`config.mk`:
```
export PLATFORM = sky130hd
export DESIGN_NAME = coms_status_rx
export DESIGN_NICKNAME = d
export VERILOG_FILES = /design/src/rtl/coms_status_rx.sv
export SDC_FILE = /design/constraint.sdc
export NUM_CORES = 1
export LEC_CHECK = 0
export CAP_MARGIN = 20
export CORE_AREA = 2 2 212 214
export DETAILED_ROUTE_END_ITERATION = 8
export DIE_AREA = 0 0 214 216
export PLACE_DENSITY = 0.43
export SLEW_MARGIN = 20
export SYNTH_ARGS = -nofsm -noshare
export SYNTH_HDL_FRONTEND = slang
export SYNTH_SLANG_ARGS = --single-unit
```
`constraint.sdc`:
```
create_clock -name CLK -period 3.4 [get_ports CLK]
set_input_delay 0.34 -clock CLK [delete_from_list [all_inputs] [get_ports CLK]]
set_output_delay 0.34 -clock CLK [all_outputs]
set_load 0.1 [all_outputs]
```
`src/rtl/coms_status_rx.sv`:
```
// Host-side UART status-frame receiver: 8N1 deserialiser feeding a frame parser
// that checks the checksum and publishes position/velocity/displacement/current.
module coms_status_rx #(
  parameter int unsigned CLKS_PER_BIT = 16,
  parameter int unsigned TIMEOUT_CLKS = 320,
  parameter logic [7:0]  SYNC_BYTE    = 8'hA5
) (
  input  logic        CLK,
  input  logic        reset,
  input  logic        rx_i,
  output logic [7:0]  motor_id,
  output logic [31:0] position,
  output logic [31:0] velocity,
  output logic [31:0] displacement,
  output logic [31:0] current,
  output logic        status_valid,
  output logic        crc_error,
  output logic        frame_error
);

  localparam int unsigned CW = (CLKS_PER_BIT > 2) ? $clog2(CLKS_PER_BIT) : 1;
  localparam int unsigned TW = $clog2(TIMEOUT_CLKS + 1);
  localparam logic [CW-1:0] HALF_CNT = CW'(CLKS_PER_BIT / 2);
  localparam logic [CW-1:0] LAST_CNT = CW'(CLKS_PER_BIT - 1);
  localparam logic [TW-1:0] TMO_CNT  = TW'(TIMEOUT_CLKS);

  typedef enum logic [1:0] {B_IDLE, B_START, B_DATA, B_STOP} bit_state_t;
  typedef enum logic [1:0] {P_HUNT, P_ID, P_PAYLOAD, P_CHECK} par_state_t;

  logic rx_s1_q, rx_s2_q, rx_d_q;

  bit_state_t    bit_state_q, bit_state_d;
  logic [CW-1:0] cnt_q, cnt_d;
  logic [2:0]    bidx_q, bidx_d;
  logic [7:0]    shreg_q, shreg_d;
  logic          byte_done_q, byte_done_d;
  logic          byte_err_q, byte_err_d;

  par_state_t    par_state_q, par_state_d;
  logic [7:0]    acc_q, acc_d;
  logic [3:0]    idx_q, idx_d;
  logic [7:0]    id_sh_q, id_sh_d;
  logic [127:0]  shadow_q, shadow_d;
  logic [TW-1:0] timer_q, timer_d;

  logic [7:0]  motor_id_d;
  logic [31:0] position_d, velocity_d, displacement_d, current_d;
  logic        status_valid_d, crc_error_d, frame_error_d;

  // Bit engine: start-bit qualification at mid-bit, then one sample per bit period
  always_comb begin
    bit_state_d = bit_state_q;
    cnt_d       = cnt_q;
    bidx_d      = bidx_q;
    shreg_d     = shreg_q;
    byte_done_d = 1'b0;
    byte_err_d  = 1'b0;
    case (bit_state_q)
      B_IDLE: begin
        if (rx_d_q && !rx_s2_q) begin
          bit_state_d = B_START;
          cnt_d       = '0;
        end
      end
      B_START: begin
        if (cnt_q == HALF_CNT) begin
          cnt_d       = '0;
          bidx_d      = '0;
          bit_state_d = rx_s2_q ? B_IDLE : B_DATA;
        end else begin
          cnt_d = cnt_q + CW'(1);
        end
      end
      B_DATA: begin
        if (cnt_q == LAST_CNT) begin
          cnt_d   = '0;
          shreg_d = {rx_s2_q, shreg_q[7:1]};
          bidx_d  = bidx_q + 3'd1;
          if (bidx_q == 3'd7) bit_state_d = B_STOP;
        end else begin
          cnt_d = cnt_q + CW'(1);
        end
      end
      B_STOP: begin
        if (cnt_q == LAST_CNT) begin
          cnt_d       = '0;
          byte_done_d = rx_s2_q;
          byte_err_d  = !rx_s2_q;
          bit_state_d = B_IDLE;
        end else begin
          cnt_d = cnt_q + CW'(1);
        end
      end
      default: bit_state_d = B_IDLE;
    endcase
  end

  // Frame parser; data outputs only move on a frame whose checksum matches
  always_comb begin
    par_state_d    = par_state_q;
    acc_d          = acc_q;
    idx_d          = idx_q;
    id_sh_d        = id_sh_q;
    shadow_d       = shadow_q;
    motor_id_d     = motor_id;
    position_d     = position;
    velocity_d     = velocity;
    displacement_d = displacement;
    current_d      = current;
    status_valid_d = 1'b0;
    crc_error_d    = 1'b0;
    frame_error_d  = 1'b0;
    timer_d        = timer_q;

    if (byte_done_q || par_state_q == P_HUNT) timer_d = '0;
    else if (timer_q != TMO_CNT)              timer_d = timer_q + TW'(1);

    if (byte_done_q) begin
      case (par_state_q)
        P_HUNT: begin
          if (shreg_q == SYNC_BYTE) begin
            par_state_d = P_ID;
            acc_d       = '0;
          end
        end
        P_ID: begin
          id_sh_d     = shreg_q;
          acc_d       = acc_q + shreg_q;
          idx_d       = '0;
          par_state_d = P_PAYLOAD;
        end
        P_PAYLOAD: begin
          shadow_d[{idx_q, 3'b000} +: 8] = shreg_q;
          acc_d = acc_q + shreg_q;
          idx_d = idx_q + 4'd1;
          if (idx_q == 4'd15) par_state_d = P_CHECK;
        end
        P_CHECK: begin
          if (shreg_q == acc_q) begin
            motor_id_d     = id_sh_q;
            position_d     = shadow_q[31:0];
            velocity_d     = shadow_q[63:32];
            displacement_d = shadow_q[95:64];
            current_d      = shadow_q[127:96];
            status_valid_d = 1'b1;
          end else begin
            crc_error_d = 1'b1;
          end
          par_state_d = P_HUNT;
        end
        default: par_state_d = P_HUNT;
      endcase
    end else if (par_state_q != P_HUNT && (byte_err_q || timer_q == TMO_CNT)) begin
      frame_error_d = 1'b1;
      par_state_d   = P_HUNT;
    end
  end

  always_ff @(posedge CLK or negedge reset) begin
    if (!reset) begin
      rx_s1_q      <= 1'b1;
      rx_s2_q      <= 1'b1;
      rx_d_q       <= 1'b1;
      bit_state_q  <= B_IDLE;
      cnt_q        <= '0;
      bidx_q       <= '0;
      shreg_q      <= '0;
      byte_done_q  <= 1'b0;
      byte_err_q   <= 1'b0;
      par_state_q  <= P_HUNT;
      acc_q        <= '0;
      idx_q        <= '0;
      id_sh_q      <= '0;
      shadow_q     <= '0;
      timer_q      <= '0;
      motor_id     <= '0;
      position     <= '0;
      velocity     <= '0;
      displacement <= '0;
      current      <= '0;
      status_valid <= 1'b0;
      crc_error    <= 1'b0;
      frame_error  <= 1'b0;
    end else begin
      rx_s1_q      <= rx_i;
      rx_s2_q      <= rx_s1_q;
      rx_d_q       <= rx_s2_q;
      bit_state_q  <= bit_state_d;
      cnt_q        <= cnt_d;
      bidx_q       <= bidx_d;
      shreg_q      <= shreg_d;
      byte_done_q  <= byte_done_d;
      byte_err_q   <= byte_err_d;
      par_state_q  <= par_state_d;
      acc_q        <= acc_d;
      idx_q        <= idx_d;
      id_sh_q      <= id_sh_d;
      shadow_q     <= shadow_d;
      timer_q      <= timer_d;
      motor_id     <= motor_id_d;
      position     <= position_d;
      velocity     <= velocity_d;
      displacement <= displacement_d;
      current      <= current_d;
      status_valid <= status_valid_d;
      crc_error    <= crc_error_d;
      frame_error  <= frame_error_d;
    end
  end

endmodule

```
======== After elaboration in Yosys (flattened, before gate mapping) ========
Index checks and enable logic that the tools add are counted.
word-level totals
  bits in registers ....................... 320
  logic and storage cells ................. 114
operators by class
  $add $sub $neg .......................... 6
  eq/ne operators ......................... 22
  shift-type cells ........................ 2
  muxes and demuxes ....................... 37
  reductions and logical operators ........ 24
operators by type and width
  operator                 number
  $bwmux 128               1
  $shift 8x9->128 const A  1
  $shiftx 8x9->128         1
  $mux 2                   10
  $mux 9                   2
  $pmux 2 s4               2
  $pmux 8 s2               1
  $eq 4x4->1 const B       3
  $mux 1                   12
  $mux 4                   3
  $pmux 4 s3               1
  $reduce_and 3->1         4
  $reduce_bool 2->1        6
  $ne 2x2->1 const B       5
  $add 9x1->9 const B      1
  $eq 9x9->1 const B       1
  $ne 9x9->1 const B       1
  $neg 7->9                1
  $add 4x1->4 const B      2
  $add 8x8->8              1
  $eq 2x2->1 const B       4
  $eq 8x8->1               1
  $eq 8x8->1 const B       1
  $mux 8                   1
  other kinds (16)         25

======== Depth between registers and ports, before layout ========
Gate-level depths: netlist (run 1).
  depth in word-level cells ............... 5
  mapped depth ............................ 8

======== Worst setup path after synthesis (run 1) ========
Ideal clock, no wire load.
  path type ............................... reg-to-reg
  from .................................... register idx_q[0]
  to ...................................... register shadow_q[32]
  arrival ................................. 2080 ps
  data required time ...................... 3275 ps
  slack ................................... 1196 ps
  stages on the path, launching flop included .. 8
  buffers on the path ..................... 2
  clock period less this slack ............ 2204 ps
  path through ............................ dfrtp_1 inv_1 ha_1 clkbuf_1 nor4_4 and2_1 buf_4 mux2_2
between the ends
  word-level cells in the longest chain between the ends .. 3
RTL lines
  item                                                        line  RTL
  from (decl)                                                 41    logic [3:0] idx_q, idx_d;
  from (signal assigned)                                      196   idx_q <= idx_d;
  $neg 7->9 (*)                                               133   shadow_d[{idx_q, 3'b000} +: 8] = shreg_q;
  $shiftx 8x9->128 / $shift 8x9->128 (equally long branches)  133
  $bwmux 128 (*)                                              133
  to (signal assigned)                                        198   shadow_q <= shadow_d;
  to (decl)                                                   43    logic [127:0] shadow_q, shadow_d;
Mark *: on every way between the ends. The rest lies on a longest branch, timed or not.
A chain may end at the register's enable or synchronous reset.

======== Final worst setup path (run 1) ========
  from .................................... register velocity[23]
  to ...................................... output port velocity[23]
RTL lines
  item                    line  RTL
  from (decl)             13    output logic [31:0] velocity,
  from (signal assigned)  202   velocity <= velocity_d;
No word-level cell between the ends.

==> summary.txt, run 1 <==
status = completed
Async SR Flop Fraction = 100%
clock network power share = 48.4%
area leader, netlist = dfrtp_1
Hold Violations, Final = 0
Rows = 77
Worst path top cell family by delay = buffers and inverters
top cell type's share of synthesized area = 60.9%
Post-synth EDFFs = 0
CP endpoint kind = output pin
vias in the first global route = 8093
critical path type = register to output pin
Core Box Area = 0.0438 mm²
CP Data Arrival Time = 2.12 ns
final instance area = 0.0165 mm²
hold wc startpoint = rx_i
antenna-violating nets left = 0
fin util = 37.7%
fmax = 407 MHz
post-DP HPWL = 20300 µm
min Tclk post-route = 2.46 ns
Sw Share = 22.8%
Net Sw Power = 1.92 mW
Initial Util = 29.7%
worst-skew pair later-pin latency = 0.55 ns
Reg power frac = 46.9%
I/O pin total = 142
syn avg cell area = 14.7 µm²
# fillers = 4257
Worst EP required = 3.06 ns
max capacitance violation total = 0
die height = 216 µm
Worst Hold Class = input pin to register
fin nets = 1074
Leak Pwr = 7.97 nW
flops & latches, synth = 320
Root Buffer = clkbuf_16
Syn Inst Count = 885
clock tree buffer depth = 3
TritonCTS buffer count = 39
Combinational Power Share = 4.7%
GRT overflow = 0
DR WL/cell = 18.9 µm
die width = 214 µm
CP bufs+invs = 1
die area = 0.0462 mm²
top_reg_cell synth = dfrtp_1
Slew headroom = 27.5%
crit-path max FO = 2
internal power = 6.51 mW
Setup crit start = velocity[23]$_DFFE_PN0P_
largest cells by area after synthesis = dfrtp_1, mux2_2, ha_1, o21ai_0, buf_2
Worst path slowest cell = clkdlybuf4s50_1
layout cells sized above 1 = 35.5%
worst slew pin tran = 1.08 ns
part of the cycle the worst path needs = 72.3%
synthesis-to-layout area growth = 26.7%
Syn Nets = 910
worst-path cell chain = clkdlybuf4s50_1
First-pass DRT Iterations = 4
vias per cell = 4.55
n_diodes = 0
Max Slew Vio Count = 0
Vias = 7592
pin count of the biggest net entering global routing = 95
initial antenna violation count = 1
Post-DP Area = 0.0152 mm²
synth unique cells = 55
H-tree Lvls = 2
routability cong. = 0.777
Power Density = 510 mW/mm²
Crit path largest cell delay = 1.16 ns
RR Startpoint = idx_q[0]$_DFFE_PN0P_
CTS tree = yes
endpoints failing setup = 0
worst vdd ir = 0.285 mV
Residual DRC = 0
startpoint types = register
RSZ-0062 raised after global routing = false
wirelength, routed = 31600 µm
clk sink count = 320
CTS resizes = 0
IO buf count = 141
clk_skew = 0.0167 ns
Min Hold Slack = 0.210 ns
Clock transition at path regs = 0.05 ns
synthesized area = 0.0130 mm²
GR Util All Layers = 14.0%
yosys warns = 0
first-pass GRT wire length = 49700 µm
DR iter-0 viols = 352
post-synthesis sequential area ratio = 61.5%
Fin Setup TNS = 0 ns
layout make-up:
cell class	instances	area, µm²	share of cell area (%)
inverter	19	71.3	0.432
tap	592	741	4.49
clock buffer	60	1200	7.25
timing repair buffer	161	1630	9.88
multi-input combinational	508	4780	29.0
clock inverter	8	73.8	0.447
sequential	320	8010	48.5
flip-flops by register name, indices dropped and copies added, names as in the netlist, 9 cells and up, named ones only:
signal / count
position: 32
velocity: 32
displacement: 32
current: 32
timer_q: 9
shadow_q: 128
cell usage after synthesis, drive strengths merged, types with 2 or more instances:
cell    count
dfrtp     317
mux2      278
nor2       29
nand2      26
o21ai      25
buf        23
ha         21
inv        19
nand3      16
clkbuf     15
and3       11
and2        9
xnor2       9
a21oi       8
a22o        8
nor2b       7
nand4       6
nor3        6
xor2        6
nand2b      5
a31oi       4
a21o        3
a32o        3
dfstp       3
nor4        3
or2         3
and4b       2
mux2i       2
o22ai       2
metrics by stage:
stage	setup slack (ns)	instances	total power, mW
after global routing	0.799	1668	8.84
after detailed placement	0.992	1599	4.43
final	0.943	1668	8.43
after floorplan	1.20	885	4.22
after CTS	0.904	1668	8.62
after global placement	1.02	1599	4.43
metal layers:
metal	GRT usage [%]	routed length [µm]	vias to the layer above
met1	18.7	14600	3949
met4	5.34	846	0
met2	22.5	15100	121
met5	0	0	-
met3	2.59	1050	56
li1	-	-	3466
placed cells by master (no fill, tap or decap), types with 3 or more instances in the layout:
master	instances
nand4_1	5
buf_12	5
nand2_1	26
xor2_1	6
and3_1	11
clkbuf_1	9
buf_4	14
clkbuf_16	41
a32o_1	3
nor2b_1	7
a21o_1	3
inv_1	19
clkinv_2	5
a21oi_1	8
ha_1	21
a31oi_1	4
nor3_1	5
nor2_4	8
o21ai_0	23
mux2_2	278
clkdlybuf4s50_1	140
clkbuf_8	10
and2_1	9
dfrtp_1	317
xnor2_1	7
dfstp_2	3
nor2_1	21
nand3_1	14
nand2b_1	4
a22o_1	8
or2_2	3
final timing paths:
kind                                            end  slack, ns  cells past startpoint
max                                    velocity[23]       0.94                      1
min                               rx_s1_q$_DFF_PN1_       0.21                      1
max reg2reg                shadow_q[50]$_DFFE_PN0P_       0.99                      8
min reg2reg                       rx_s2_q$_DFF_PN1_       0.36                      0
max in group asynchronous          rx_d_q$_DFF_PN1_       2.12                      3
min in group asynchronous    current[3]$_DFFE_PN0P_       0.40                      2
power groups by stage:
stage	combinational (mW)	sequential, mW	clock (mW)
after global placement	0.408	4.02	0
after detailed placement	0.412	4.02	0
final	0.395	3.95	4.08
after CTS	0.413	3.95	4.26
after floorplan	0.244	3.97	0
after global routing	0.455	3.96	4.43
cells by family after synthesis:
group | synth area share, %
XOR/XNOR | 1.21
adder cells (fa/ha/maj) | 2.17
buffers and inverters | 1.88
flip-flops | 61.5
multiplexers | 24.2
AO/OA/AOI/OAI | 3.14
AND/OR/NAND/NOR | 5.93
timing repair:
item	4_1_cts	5_1_grt
hold buffers	1	0
buffers inserted	0	0
endpoints found under the hold margin	86	0
Note: power is estimated with default switching activity, not from simulation.
==> run 2, diff against run 1 <==
--- a/config.mk
+++ b/config.mk
@@ -9,7 +9,7 @@
 export CORE_AREA = 2 2 212 214
 export DETAILED_ROUTE_END_ITERATION = 8
 export DIE_AREA = 0 0 214 216
-export PLACE_DENSITY = 0.43
+export PLACE_DENSITY = 0.45
 export SLEW_MARGIN = 20
 export SYNTH_ARGS = -nofsm -noshare
 export SYNTH_HDL_FRONTEND = slang
==> constraint.sdc (replaced) <==
create_clock -name CLK -period 2.1 [get_ports CLK]
set_input_delay 0.21 -clock CLK [delete_from_list [all_inputs] [get_ports CLK]]
set_output_delay 0.21 -clock CLK [all_outputs]
set_load 0.1 [all_outputs]
==> run 2 against run 1 <==
Against the previous run: the flow now finishes with violations (setup timing); sequential share of layout area fell by 1.5 points; non-clock buffer count up 68; die area unchanged; design area is 3.3% higher; final cell count is 3.8% higher; count of clock-buffer cells in the layout decreased by 4; largest power group is now registers.
==> summary.txt, run 2 (same netlist as run 1, synthesis figures left out) <==
status = finished, violations left
failing checks = setup timing
CTS tree = yes
Setup crit start = acc_q[1]$_DFFE_PN0P_
Max Slew Vio Count = 0 (unchanged)
R2R depth = 8 (unchanged)
layout cells sized above 1 = 52.9% (+17 points)
synthesis-to-layout area growth = 30.9%
most common cell after layout, fill and taps aside = dfrtp_1
post-DP HPWL = 20700 µm (+1.9%)
Worst EP required = 2.52 ns (-0.54 ns)
commonest cells after routing, fill and taps aside = dfrtp_1, mux2_2, buf_4
endpoints failing setup = 94 (+94)
CP endpoint kind = register
initial antenna violation count = 1 (unchanged)
die area = 0.0462 mm² (unchanged)
Tot Pwr = 13.5 mW (+60%)
part of the cycle the worst path needs = 102%
first-pass GRT wire length = 49500 µm (-0.47%)
Core Box Area = 0.0438 mm² (unchanged)
First-pass DRT Iterations = 4 (unchanged)
worst setup path endpoint = current[9]$_DFFE_PN0P_
Biggest register = shadow_q
worst-skew pair later-pin latency = 0.54 ns (about the same)
Worst Hold Class = input pin to register
Sw Share = 22.8% (about the same)
clk sink count = 320 (unchanged)
CP Data Arrival Time = 2.55 ns (+0.43 ns)
r2r setup slk = -0.04 ns (-1.03 ns)
Largest register FFs = 128 (unchanged)
Clock transition at path regs = 0.06 ns (about the same)
die height = 216 µm (unchanged)
min Tclk post-route = 2.14 ns
RR Startpoint = acc_q[1]$_DFFE_PN0P_
DR WL/cell = 19.7 µm (+4.0%)
antenna-violating nets left = 0 (unchanged)
vias per cell = 4.53 (-0.40%)
clk_skew = 0.0151 ns (-0.00155 ns)
clock tree buffer depth = 3 (unchanged)
Residual DRC = 0 (unchanged)
DR iter-0 viols = 261 (-26%)
I/O pin total = 142 (unchanged)
Power Density = 791 mW/mm² (+55%)
RSZ-0062 raised after global routing = true
Slew headroom = 58.8% (+31 points)
Rows = 77 (unchanged)
IO buf count = 141 (unchanged)
Root Buffer = clkbuf_16
Hold Violations, Final = 0 (unchanged)
H-tree Lvls = 2 (unchanged)
n_diodes = 0 (unchanged)
crit-path max FO = 7 (+5)
FF-to-FF End = current[9]$_DFFE_PN0P_
wirelength, routed = 34100 µm (+7.9%)
clock network power share = 47.1% (-1.3 points)
Vias = 7847 (+3.4%)
vias in the first global route = 8140 (+0.58%)
Reg power frac = 47.4% (+0.5 points)
Combinational Power Share = 5.5% (+0.8 points)
GR Util All Layers = 13.9% (-0.091 points)
pin count of the biggest net entering global routing = 71 (-25%)
critical path type = register to register
max capacitance violation total = 0 (unchanged)
final setup margin = -0.0370 ns (-0.980 ns)
GRT overflow = 0 (unchanged)
TritonCTS buffer count = 38 (-2.6%)
fin util = 38.9% (+1.2 points)
startpoint types = register
worst slew pin tran = 0.614 ns (-0.471 ns)
Min Hold Slack = 0.0890 ns (-0.121 ns)
Leak Pwr = 8.71 nW (+9.3%)
Net Sw Power = 3.07 mW (+60%)
Initial Util = 29.7% (unchanged)
die width = 214 µm (unchanged)
routability cong. = 0.780 (+0.46%)
Cells after DPL = 1641 (+2.6%)
# fillers = 4204 (-1.2%)
fin nets = 1141 (+6.2%)
worst vdd ir = 0.461 mV (+61%)
internal power = 10.4 mW (+60%)
fmax = 468 MHz
Final Non-Filler Cells = 1731 (+3.8%)
[run 2: cell type report]
class | instances | area (µm²) | area share, %
clock inverter | 7 | 88.8 | 0.521
timing repair buffer | 229 | 2150 | 12.6
inverter | 19 | 71.3 | 0.418
clock buffer | 56 | 1100 | 6.45
multi-input combinational | 508 | 4890 | 28.7
tap | 592 | 741 | 4.34
sequential | 320 | 8010 | 47.0
[run 2: worst min-delay path by stage]
| stage | from | endpoint | slack [ns] | depth (start not counted) |
|---|---|---|---|---|
| after global routing | rx_i | rx_s1_q$_DFF_PN1_ | 0.05 | 1 |
| after floorplan | reset | async pin | -0.09 | 0 |
| final | rx_i | rx_s1_q$_DFF_PN1_ | 0.09 | 1 |
| after detailed placement | reset | shadow_q[50]$_DFFE_PN0P_ | 0.20 | 1 |
| after CTS | rx_i | rx_s1_q$_DFF_PN1_ | 0.05 | 1 |
| after global placement | reset | shadow_q[50]$_DFFE_PN0P_ | 0.20 | 1 |
[run 2: metrics by stage]
| stage | instance area [µm²] | TNS [ns] | worst slack, ns |
|---|---|---|---|
| floorplan | 13000 | 0 | 0.00519 |
| global placement | 15300 | -0.744 | -0.0556 |
| detailed placement | 15300 | -1.21 | -0.0669 |
| CTS | 16600 | 0 | 0.00619 |
| global route | 17100 | -22.18 | -0.199 |
| finish | 17100 | -1.66 | -0.0370 |
[run 2: timing repair]
action | 4_1_cts | 5_1_grt
gates resized for setup | 3 | 35
hold endpoints to repair | 44 | 0
pin swaps | 7 | 7
gates cloned | 0 | 16
hold buffers | 1 | 0
buffers inserted | 4 | 6
setup endpoints to repair | 41 | 210
[run 2: routing by layer]
metal	global-route usage, %	vias up	wire length (µm)
met5	0	-	0
met4	3.80	0	672
met3	3.21	42	1160
met2	22.6	121	16400
met1	18.6	4071	15900
li1	-	3613	-
[run 2: power groups by stage]
stage / clock network (mW) / logic, mW / registers (mW)
3_3_place_gp: 0 / 0.720 / 6.50
5_1_grt: 6.88 / 0.848 / 6.40
6_report: 6.35 / 0.742 / 6.39
3_5_place_dp: 0 / 0.729 / 6.50
2_1_floorplan: 0 / 0.395 / 6.44
4_1_cts: 6.63 / 0.732 / 6.39
[run 2: critical path, stage by stage (launching register included)]
cell	delay [ns]
dfrtp_1	0.40
ha_1	0.33
nor4_2	0.26
nand3_1	0.15
inv_2	0.10
nand3_4	0.13
buf_12	0.19
buf_16	0.15
mux2_4	0.29
==> run 3, diff against run 2 <==
--- a/config.mk
+++ b/config.mk
@@ -10,7 +10,6 @@
 export DETAILED_ROUTE_END_ITERATION = 8
 export DIE_AREA = 0 0 214 216
 export PLACE_DENSITY = 0.45
-export SLEW_MARGIN = 20
 export SYNTH_ARGS = -nofsm -noshare
 export SYNTH_HDL_FRONTEND = slang
 export SYNTH_SLANG_ARGS = --single-unit
==> results of run 3 <==
No change in the layout: final DEF, timing and power equal those of run 2.
